--- config.mk ---
export PLATFORM = sky130hd
export DESIGN_NAME = seq_detect_sched
export DESIGN_NICKNAME = d
export VERILOG_FILES = /design/src/rtl/seq_detect_sched_pkg.sv /design/src/rtl/seq_detect_sched_rr_arbiter.sv /design/src/rtl/seq_detect_sched.sv
export SDC_FILE = /design/constraint.sdc
export NUM_CORES = 1
export LEC_CHECK = 0
export CAP_MARGIN = 10
export CORE_MARGIN = 3
export CORE_UTILIZATION = 54
export DETAILED_ROUTE_END_ITERATION = 7
export PLACE_DENSITY_LB_ADDON = 0.1
export SLEW_MARGIN = 25
export SYNTH_ARGS = -nofsm -noshare
export SYNTH_HDL_FRONTEND = slang
export SYNTH_SLANG_ARGS = --single-unit
export TNS_END_PERCENT = 30
--- constraint.sdc ---
create_clock -name Clock -period 2.7 [get_ports Clock]
set_input_delay 0.405 -clock Clock [delete_from_list [all_inputs] [get_ports Clock]]
set_output_delay 0.405 -clock Clock [all_outputs]
set_load 0.02 [all_outputs]
--- src/rtl/seq_detect_sched_pkg.sv ---
// seq_detect_sched_pkg: engine state encoding and default parameter values
// shared by the round-robin serial run detector and its arbiter.
package seq_detect_sched_pkg;

  // Engine states: wait for a request, count a run, flag it, drop the grant.
  typedef enum logic [1:0] {
    IDLE    = 2'd0,
    COUNT   = 2'd1,
    DETECT  = 2'd2,
    RELEASE = 2'd3
  } state_t;

  localparam int NREQ_DEF   = 4;   // requesting serial channels
  localparam int CNT_W_DEF  = 4;   // run counter / cfg_len width
  localparam int WINDOW_DEF = 15;  // COUNT cycles allowed per grant (<= 255)

endpackage

--- src/rtl/seq_detect_sched_rr_arbiter.sv ---
// rr_arbiter: combinational round-robin pick. The search starts at ptr and
// wraps modulo NREQ; the first requesting channel found wins.
module rr_arbiter #(
  parameter int NREQ = 4
) (
  input  logic [NREQ-1:0]         req,
  input  logic [$clog2(NREQ)-1:0] ptr,
  output logic [NREQ-1:0]         sel,
  output logic [$clog2(NREQ)-1:0] index,
  output logic                    any
);

  localparam int IW = $clog2(NREQ);

  logic [IW-1:0] cand;

  // Walk the channels from ptr upward, keeping only the first hit.
  always_comb begin
    sel   = '0;
    index = '0;
    any   = 1'b0;
    cand  = '0;
    for (int k = 0; k < NREQ; k++) begin
      cand = IW'((int'(ptr) + k) % NREQ);
      if (!any && req[cand]) begin
        any       = 1'b1;
        sel[cand] = 1'b1;
        index     = cand;
      end
    end
  end

endmodule

--- src/rtl/seq_detect_sched.sv ---
// seq_detect_sched: grants one serial channel at a time (round-robin) and
// watches its data bit for a run of cfg_len consecutive 1s, pulsing z when
// the run completes. Optional macro SEQ_DETECT_SCHED_TIMEOUT_EN adds a
// per-grant window limit of WINDOW COUNT cycles, reported on tout.
module seq_detect_sched
  import seq_detect_sched_pkg::*;
#(
  parameter int NREQ   = NREQ_DEF,
  parameter int CNT_W  = CNT_W_DEF,
  parameter int WINDOW = WINDOW_DEF
) (
  input  logic                    Clock,
  input  logic                    Resetn,
  input  logic [NREQ-1:0]         req,
  input  logic [NREQ-1:0]         w,
  input  logic [CNT_W-1:0]        cfg_len,
  output logic [NREQ-1:0]         gnt,
  output logic                    busy,
  output logic                    z,
  output logic [$clog2(NREQ)-1:0] z_ch,
  output logic                    tout
);

  localparam int IW = $clog2(NREQ);

  state_t            state_q;
  logic [NREQ-1:0]   gnt_q;
  logic [IW-1:0]     ch_q;
  logic [IW-1:0]     ptr_q;
  logic [IW-1:0]     z_ch_q;
  logic [CNT_W-1:0]  cnt_q;
  logic [CNT_W-1:0]  len_q;
  logic              busy_q;
  logic              z_q;

  logic [NREQ-1:0]   arb_sel;
  logic [IW-1:0]     arb_idx;
  logic              arb_any;

  logic [IW-1:0]     ptr_d;
  logic [CNT_W:0]    run_d;
  logic [CNT_W:0]    eff_len_d;
  logic              hit_d;
  logic              timeout_d;

  rr_arbiter #(.NREQ(NREQ)) u_arb (
    .req   (req),
    .ptr   (ptr_q),
    .sel   (arb_sel),
    .index (arb_idx),
    .any   (arb_any)
  );

  // Next pointer sits just past the winner; a zero length acts as one.
  assign ptr_d     = (arb_idx == IW'(NREQ - 1)) ? '0 : arb_idx + IW'(1);
  assign run_d     = {1'b0, cnt_q} + {{CNT_W{1'b0}}, 1'b1};
  assign eff_len_d = (len_q == '0) ? {{CNT_W{1'b0}}, 1'b1} : {1'b0, len_q};
  assign hit_d     = w[ch_q] && (run_d == eff_len_d);

`ifdef SEQ_DETECT_SCHED_TIMEOUT_EN
  logic [7:0] win_q;
  logic [8:0] win_d;
  logic       tout_q;

  assign win_d     = {1'b0, win_q} + 9'd1;
  assign timeout_d = (win_d >= 9'(WINDOW));

  // Window counter: zero outside COUNT, one tick per COUNT cycle; tout marks
  // the RELEASE cycle entered because the window ran out without a run.
  always_ff @(posedge Clock or negedge Resetn) begin
    if (!Resetn) begin
      win_q  <= '0;
      tout_q <= 1'b0;
    end else begin
      win_q  <= (state_q == COUNT) ? win_d[7:0] : '0;
      tout_q <= (state_q == COUNT) && req[ch_q] && !hit_d && timeout_d;
    end
  end

  assign tout = tout_q;
`else
  // WINDOW only shapes the timeout path; keep it referenced in this build.
  logic unused_window;
  assign unused_window = (WINDOW > 255);
  assign timeout_d     = 1'b0;
  assign tout          = 1'b0;
`endif

  // Engine FSM with all outputs registered alongside the state.
  always_ff @(posedge Clock or negedge Resetn) begin
    if (!Resetn) begin
      state_q <= IDLE;
      gnt_q   <= '0;
      ch_q    <= '0;
      ptr_q   <= '0;
      z_ch_q  <= '0;
      cnt_q   <= '0;
      len_q   <= '0;
      busy_q  <= 1'b0;
      z_q     <= 1'b0;
    end else begin
      case (state_q)
        IDLE: begin
          if (arb_any) begin
            state_q <= COUNT;
            gnt_q   <= arb_sel;
            ch_q    <= arb_idx;
            ptr_q   <= ptr_d;
            len_q   <= cfg_len;
            cnt_q   <= '0;
            busy_q  <= 1'b1;
          end
        end
        COUNT: begin
          // Request drop wins over data; a completed run wins over timeout.
          if (!req[ch_q]) begin
            state_q <= RELEASE;
            gnt_q   <= '0;
          end else if (hit_d) begin
            state_q <= DETECT;
            z_q     <= 1'b1;
            z_ch_q  <= ch_q;
          end else if (timeout_d) begin
            state_q <= RELEASE;
            gnt_q   <= '0;
          end else if (w[ch_q]) begin
            cnt_q   <= run_d[CNT_W-1:0];
          end else begin
            cnt_q   <= '0;
          end
        end
        DETECT: begin
          state_q <= RELEASE;
          gnt_q   <= '0;
          z_q     <= 1'b0;
        end
        RELEASE: begin
          state_q <= IDLE;
          busy_q  <= 1'b0;
        end
        default: begin
          state_q <= IDLE;
          gnt_q   <= '0;
          busy_q  <= 1'b0;
          z_q     <= 1'b0;
        end
      endcase
    end
  end

  assign gnt  = gnt_q;
  assign busy = busy_q;
  assign z    = z_q;
  assign z_ch = z_ch_q;

endmodule

**Word level (Yosys, flattened, before mapping)**

Index checks and enable logic that the tools add are counted.

- Register bits after elaboration: 22
- Input bits: 14
- Output and inout bits: 9
- Logic and storage cells: 112

- $add $sub $neg: 5
- $lt $le $gt $ge: 9
- Equal/unequal tests: 11
- Multiplexer cells: 51
- Bitwise logic cells: 3
- Reductions and logical operators: 24

Operators by type and width:

| kind | count |
|---|---|
| $mux W4 | 11 |
| $mux W1 | 17 |
| $mux W2 | 8 |
| $lt A2 B3 Y1 const B | 5 |
| $bmux W1 S2 | 6 |
| $or A4 B4 Y4 | 3 |
| $pmux W4 S3 | 1 |
| $ne A2 B2 Y1 const B | 5 |
| $reduce_and A3 Y1 | 3 |
| $demux W1 S2 | 4 |
| $ge A2 B1 Y1 const B | 4 |
| $logic_and A1 B1 Y1 | 8 |
| $pmux W2 S4 | 1 |
| $pmux W4 S2 | 1 |
| $eq A2 B2 Y1 const B | 3 |
| $reduce_and A2 Y1 | 3 |
| $reduce_bool A2 Y1 | 3 |
| $add A4 B1 Y5 const B | 1 |
| $eq A5 B4 Y1 | 1 |
| $add A2 B1 Y2 const B | 2 |
| $add A2 B2 Y2 const B | 2 |
| $logic_not A4 Y1 | 1 |
| $pmux W1 S2 | 2 |
| $reduce_and A4 Y1 | 1 |
| 5 further kinds | 7 |

**Longest topological paths before layout**

- Word-level depth: 14
- Mapped depth: 9
- Gate-level depth less buffers: 8

**Modules after synthesis**

From an unflattened synthesis, not the netlist that was laid out.

- Cell total of the unflattened synthesis: 154
- Area, all modules: 1709.1 um^2

By module, submodules not included:

| module | instances | cells each | area an instance (um^2) | seq. area each (um^2) |
|---|---|---|---|---|
| seq_detect_sched | 1 | 109 | 1287.5 | 550.5 |
| rr_arbiter | 1 | 45 | 421.7 | 0.0 |

**Worst setup path after synthesis**

OpenSTA, ideal clock, no wires.

- Path kind: reg2reg
- Start: reg with a tool-made name
- End: reg gnt_q[2] (netlist: gnt[2])
- Setup time: 0.121 ns
- Arrival time: 2.280 ns
- Required time: 2.579 ns
- Setup slack: 0.299 ns
- Cell stages (with the launch flop): 9
- Path buffers: 1
- Period minus slack after synthesis: 2.401 ns
- Path through: dfrtp_1 buf_2 inv_1 ha_1 mux4_2 a22oi_2 nor2_1 a221o_1 a22o_1

RTL lines:

| what | line | RTL |
|---|---|---|
| end signal: assignment | seq_detect_sched.sv:106 | `gnt_q <= arb_sel;` |
| end: declaration | seq_detect_sched.sv:27 | `logic [NREQ-1:0] gnt_q;` |

**Worst setup path in the final report**

- Start: reg cnt_q[0]
- End: reg state_q[1]

- Longest elaborated chain between the ends: 5

RTL lines:

| what | line | RTL |
|---|---|---|
| start: declaration | seq_detect_sched.sv:31 | `logic [CNT_W-1:0] cnt_q;` |
| start signal: assignment | seq_detect_sched.sv:127 | `cnt_q <= run_d[CNT_W-1:0];` |
| $add A4 B1 Y5 | seq_detect_sched.sv:56 | `assign run_d = {1'b0, cnt_q} + {{CNT_W{1'b0}}, 1'b1};` |
| $eq A5 B4 Y1 | seq_detect_sched.sv:58 | `assign hit_d = w[ch_q] && (run_d == eff_len_d);` |
| $logic_and A1 B1 Y1 | seq_detect_sched.sv:58 |  |
| $ne A3 B3 Y1 (no line) | -- |  |
| $reduce_and A2 Y1 (no line) | -- |  |
| end signal: assignment | seq_detect_sched.sv:92 | `state_q <= IDLE;` |
| end signal: assignment | seq_detect_sched.sv:105 | `state_q <= COUNT;` |
| end signal: assignment | seq_detect_sched.sv:117 | `state_q <= RELEASE;` |
| end: declaration | seq_detect_sched.sv:26 | `state_t state_q;` |

No other way between the ends.
A chain may end at the register's enable or synchronous reset.

==> tab_implementation.tex <==
\begin{tabular}{lr}
\hline
Metric & Value \\
\hline
\multicolumn{2}{l}{\textbf{Critical path}} \\
\quad Launching element of the worst setup path & cnt\_q[0] \\
\quad Arrival time reported for the critical path endpoint & 2.44 ns \\
\quad Reg-to-reg endpoint & state\_q[1] \\
\quad Maximum fanout along the worst path & 6 \\
\quad Worst r2r path cells & 7 \\
\quad Kind of end point of the critical path & register \\
\quad Setup crit start kind & register \\
\quad Origin of the critical flop-to-flop path & cnt\_q[0] \\
\quad Worst Setup EP & state\_q[1] \\
\quad Category of the most critical setup path & reg -> reg \\
\quad R2R setup slack & 0.45 ns \\
\quad Data required, critical path & 2.89 ns \\
\multicolumn{2}{l}{\textbf{Clock network}} \\
\quad CTS buffer count & 3 \\
\quad TritonCTS clock tree & yes \\
\quad Root buffer cell & clkbuf\_4 \\
\quad Max Buffers Root-to-Sink & 2 \\
\quad Clock insertion delay at the later pin of the skew report & 0.29 ns \\
\quad Number of buffers added to fix hold violations after cts & 0 \\
\quad Clock H-tree levels & 1 \\
\quad Post-CTS resize count & 0 \\
\quad Clock-pin slew of the registers on the worst-case setup and hold paths & 0.11 ns \\
\quad Clock Sink Count & 22 \\
\quad Post-CTS Repair Setup Buffers & 0 \\
\multicolumn{2}{l}{\textbf{Yosys}} \\
\quad Largest family of logic cells by synthesized area & compound AO/OA/AOI/OAI gates \\
\quad YS warnings & 0 \\
\quad Cell accounting for the most synthesized area & dfrtp\_1 \\
\quad Number of register bits inferred by synthesis & 22 \\
\quad Synthesized-area fraction occupied by ao, oa, aoi and oai cells & 0.178 \\
\quad Synthesized Nets & 183 \\
\quad Area share of fa/ha/maj cells after synthesis & 0.0915 \\
\quad Top-count cell post-synth & dfrtp\_1 \\
\quad Netlist area before placement & 0.00164 mm2 \\
\quad Most used standard cells in the synthesized netlist & dfrtp\_1 (22), ha\_1 (12), inv\_1 (9), nand2\_1 (9) \\
\quad Dominant cells by area after synthesis & dfrtp\_1 (34\%), ha\_1 (9.1\%), mux4\_2 (6.9\%), mux2\_2 (5.5\%), a22oi\_1 (3.2\%) \\
\quad Average cell area after synthesis & 10.5 um2 \\
\quad Async S/R FF share, synth & 1.00 \\
\quad Unique masters post-synth & 50 \\
\quad Number of flops mapped to enable cells by yosys & 0 \\
\quad Xor and xnor area share after synthesis & 0.0267 \\
\quad Share of the synthesized area in the top cell type & 0.335 \\
\quad Most instantiated flip-flop cell in the synthesis netlist & dfrtp\_1 \\
\quad Gate Count Post-Synth & 157 \\
\quad Simple-gate share of the synthesized area & 0.158 \\
\quad Share of cell area taken by muxes after synthesis & 0.158 \\
\quad Seq/Total Area, Yosys & 0.335 \\
\multicolumn{2}{l}{\textbf{GRT}} \\
\quad Initial antenna violation count & 0 \\
\quad Gr usage total & 0.198 \\
\quad Global route overflow & 0 \\
\quad Largest net degree at the start of global routing & 23 \\
\quad Number of global-route vias before repair & 1,221 \\
\quad Global-route wire length before repair & 5.63 mm \\
\multicolumn{2}{l}{\textbf{STA}} \\
\quad Final worst hold slack & 0.442 ns \\
\quad Hold Vio Cnt, Final & 0 \\
\quad Final cycle utilization of the critical path & 0.834 \\
\quad Post-layout minimum cycle time & 2.25 ns \\
\quad Maximum operating frequency & 0.444 GHz \\
\quad Slew Limit Fails & 0 \\
\quad Final setup vio count & 0 \\
\quad RSZ-0062 raised after global routing & false \\
\quad Setup TNS & 0 ns \\
\quad Worst-case clock skew & 0.000997 ns \\
\multicolumn{2}{l}{\textbf{Power}} \\
\quad Sum of internal, switching and leakage power & 2.15 mW \\
\quad Total leakage power & 0.801 nW \\
\quad Maximum vdd drop & 0.000542 V \\
\quad Power density over the cells & 1130 mW/mm2 \\
\multicolumn{2}{l}{\textbf{Outcome}} \\
\quad Run status & finished, final reports clean \\
\multicolumn{2}{l}{\textbf{Cells and area}} \\
\quad Utilization after layout & 0.672 \\
\quad Final nets & 206 \\
\quad Fraction of final layout cells sized beyond drive strength 1 & 0.180 \\
\quad Filler Cells Inserted & 226 \\
\quad Relative area change from synthesis to final layout & 15.8\% \\
\quad \# diodes & 0 \\
\quad Post-layout instance count excluding filler cells & 209 \\
\multicolumn{2}{l}{\textbf{Routing}} \\
\quad Total DRC errors in the routed layout & 0 \\
\quad Antenna-violating nets left & 0 \\
\quad Number of DRC markers in iteration 0 & 53 \\
\quad Total via count after detailed routing & 1,313 \\
\quad Final wirelength & 3.34 mm \\
\quad Vias per std cell & 6.28 \\
\quad Per-cell routed wire length & 16.0 um \\
\quad DRT Pass-1 Iters & 4 \\
\multicolumn{2}{l}{\textbf{Die}} \\
\quad Die Height & 61.1 um \\
\quad Chip Width & 61.1 um \\
\quad Number of cell rows & 19 \\
\quad Number of top-level pins & 23 \\
\quad Core area & 0.00283 mm2 \\
\quad Die Outline Area & 0.00374 mm2 \\
\quad Initial cell density of the core & 0.580 \\
\multicolumn{2}{l}{\textbf{Placement}} \\
\quad Placed wire-length estimate & 2.57 mm \\
\quad Placed cells & 206 \\
\quad Number of buffers added on ports & 21 \\
\quad Routability cong. & 0.871 \\
\multicolumn{2}{l}{\textbf{Hold path}} \\
\quad Worst min path class & in -> async \\
\multicolumn{2}{l}{\textbf{Flow run}} \\
\quad Max-capacitance violation count & 0 \\
\hline
\end{tabular}
per-stage QoR:
stage	worst slack (ns)	area, um2
2_1_floorplan	0.299	1640
3_3_place_gp	0.268	1880
6_report	0.449	1900
4_1_cts	0.459	1900
5_1_grt	0.290	1900
3_5_place_dp	0.158	1880
state kept, by name (all words and copies together), names as in the netlist, named ones only:
| register | cells |
|---|---|
| gnt | 4 |
| z | 1 |
| busy | 1 |
| len_q | 4 |
| ptr_q | 1 |
| ch_q | 2 |
| cnt_q | 4 |
| z_ch | 2 |
| state_q | 2 |
per-layer routing:
metal  share of wire  up-vias  routed length (um)  global-route usage
li1                -      629                   -                   -
met1            0.47      639                1560               0.286
met4          0.0045        0                  15              0.0464
met2            0.48       43                1620               0.319
met5               0        -                   0                   0
met3           0.043        2                 142              0.0252
cell usage in the layout (no fill, tap or decap), types with 3 or more instances in the layout:
master           instances
xnor2_1                  3
o21ai_0                  8
buf_4                    5
mux2_2                   8
a22oi_1                  7
a21oi_1                  4
dfrtp_1                 22
mux2i_1                  3
inv_1                    9
ha_1                    12
nand2b_1                 3
nand3b_1                 4
a22o_1                   4
mux4_2                   5
nor2_1                   7
nand3_1                  5
clkbuf_4                 3
nand2_1                  9
clkdlybuf4s50_1         21
area by class of cell:
cell class | count | area, um2 | share of cell area
timing repair buffer | 26 | 248 | 0.130
clock buffer | 3 | 22.5 | 0.0118
multi-input combinational | 118 | 1010 | 0.530
sequential | 22 | 551 | 0.290
inverter | 9 | 33.8 | 0.0178
tap | 31 | 38.8 | 0.0204
power breakdown:
| part | switching (mW) | internal [mW] |
|---|---|---|
| registers | 0.130 | 0.466 |
| clock network | 0.0914 | 0.0519 |
| logic | 0.737 | 0.674 |
| total | 0.958 | 1.19 |
cells by family (layout without fill, tap and decap cells):
kind of cell             count (synthesis)  after routing
AO/OA/AOI/OAI                           40             40
XOR/XNOR                                 5              5
adder cells (fa/ha/maj)                 12             12
buffers and inverters                   17             38
flip-flops                              22             22
multiplexers                            17             17
other                                    1              1
AND/OR/NAND/NOR                         43             43
worst min path at each step:
stage | start | end | cells past startpoint
after detailed placement | gnt[0] | gnt[0] | 1
after global routing | Resetn | state_q[0] | 2
after floorplan | Resetn | async pin | 0
after CTS | Resetn | state_q[0] | 2
final | Resetn | cnt_q[0] | 2
after global placement | gnt[1] | gnt[1] | 1
critical path: stages, from the launching register on:
cell and delay (ns):
dfrtp_1 0.47, ha_1 0.37, nand2b_1 0.10, o311ai_1 0.12, nor4_2 0.46, a21oi_2 0.13
a21oi_1 0.15, mux2_2 0.35
(Power assumes the default switching activity.)
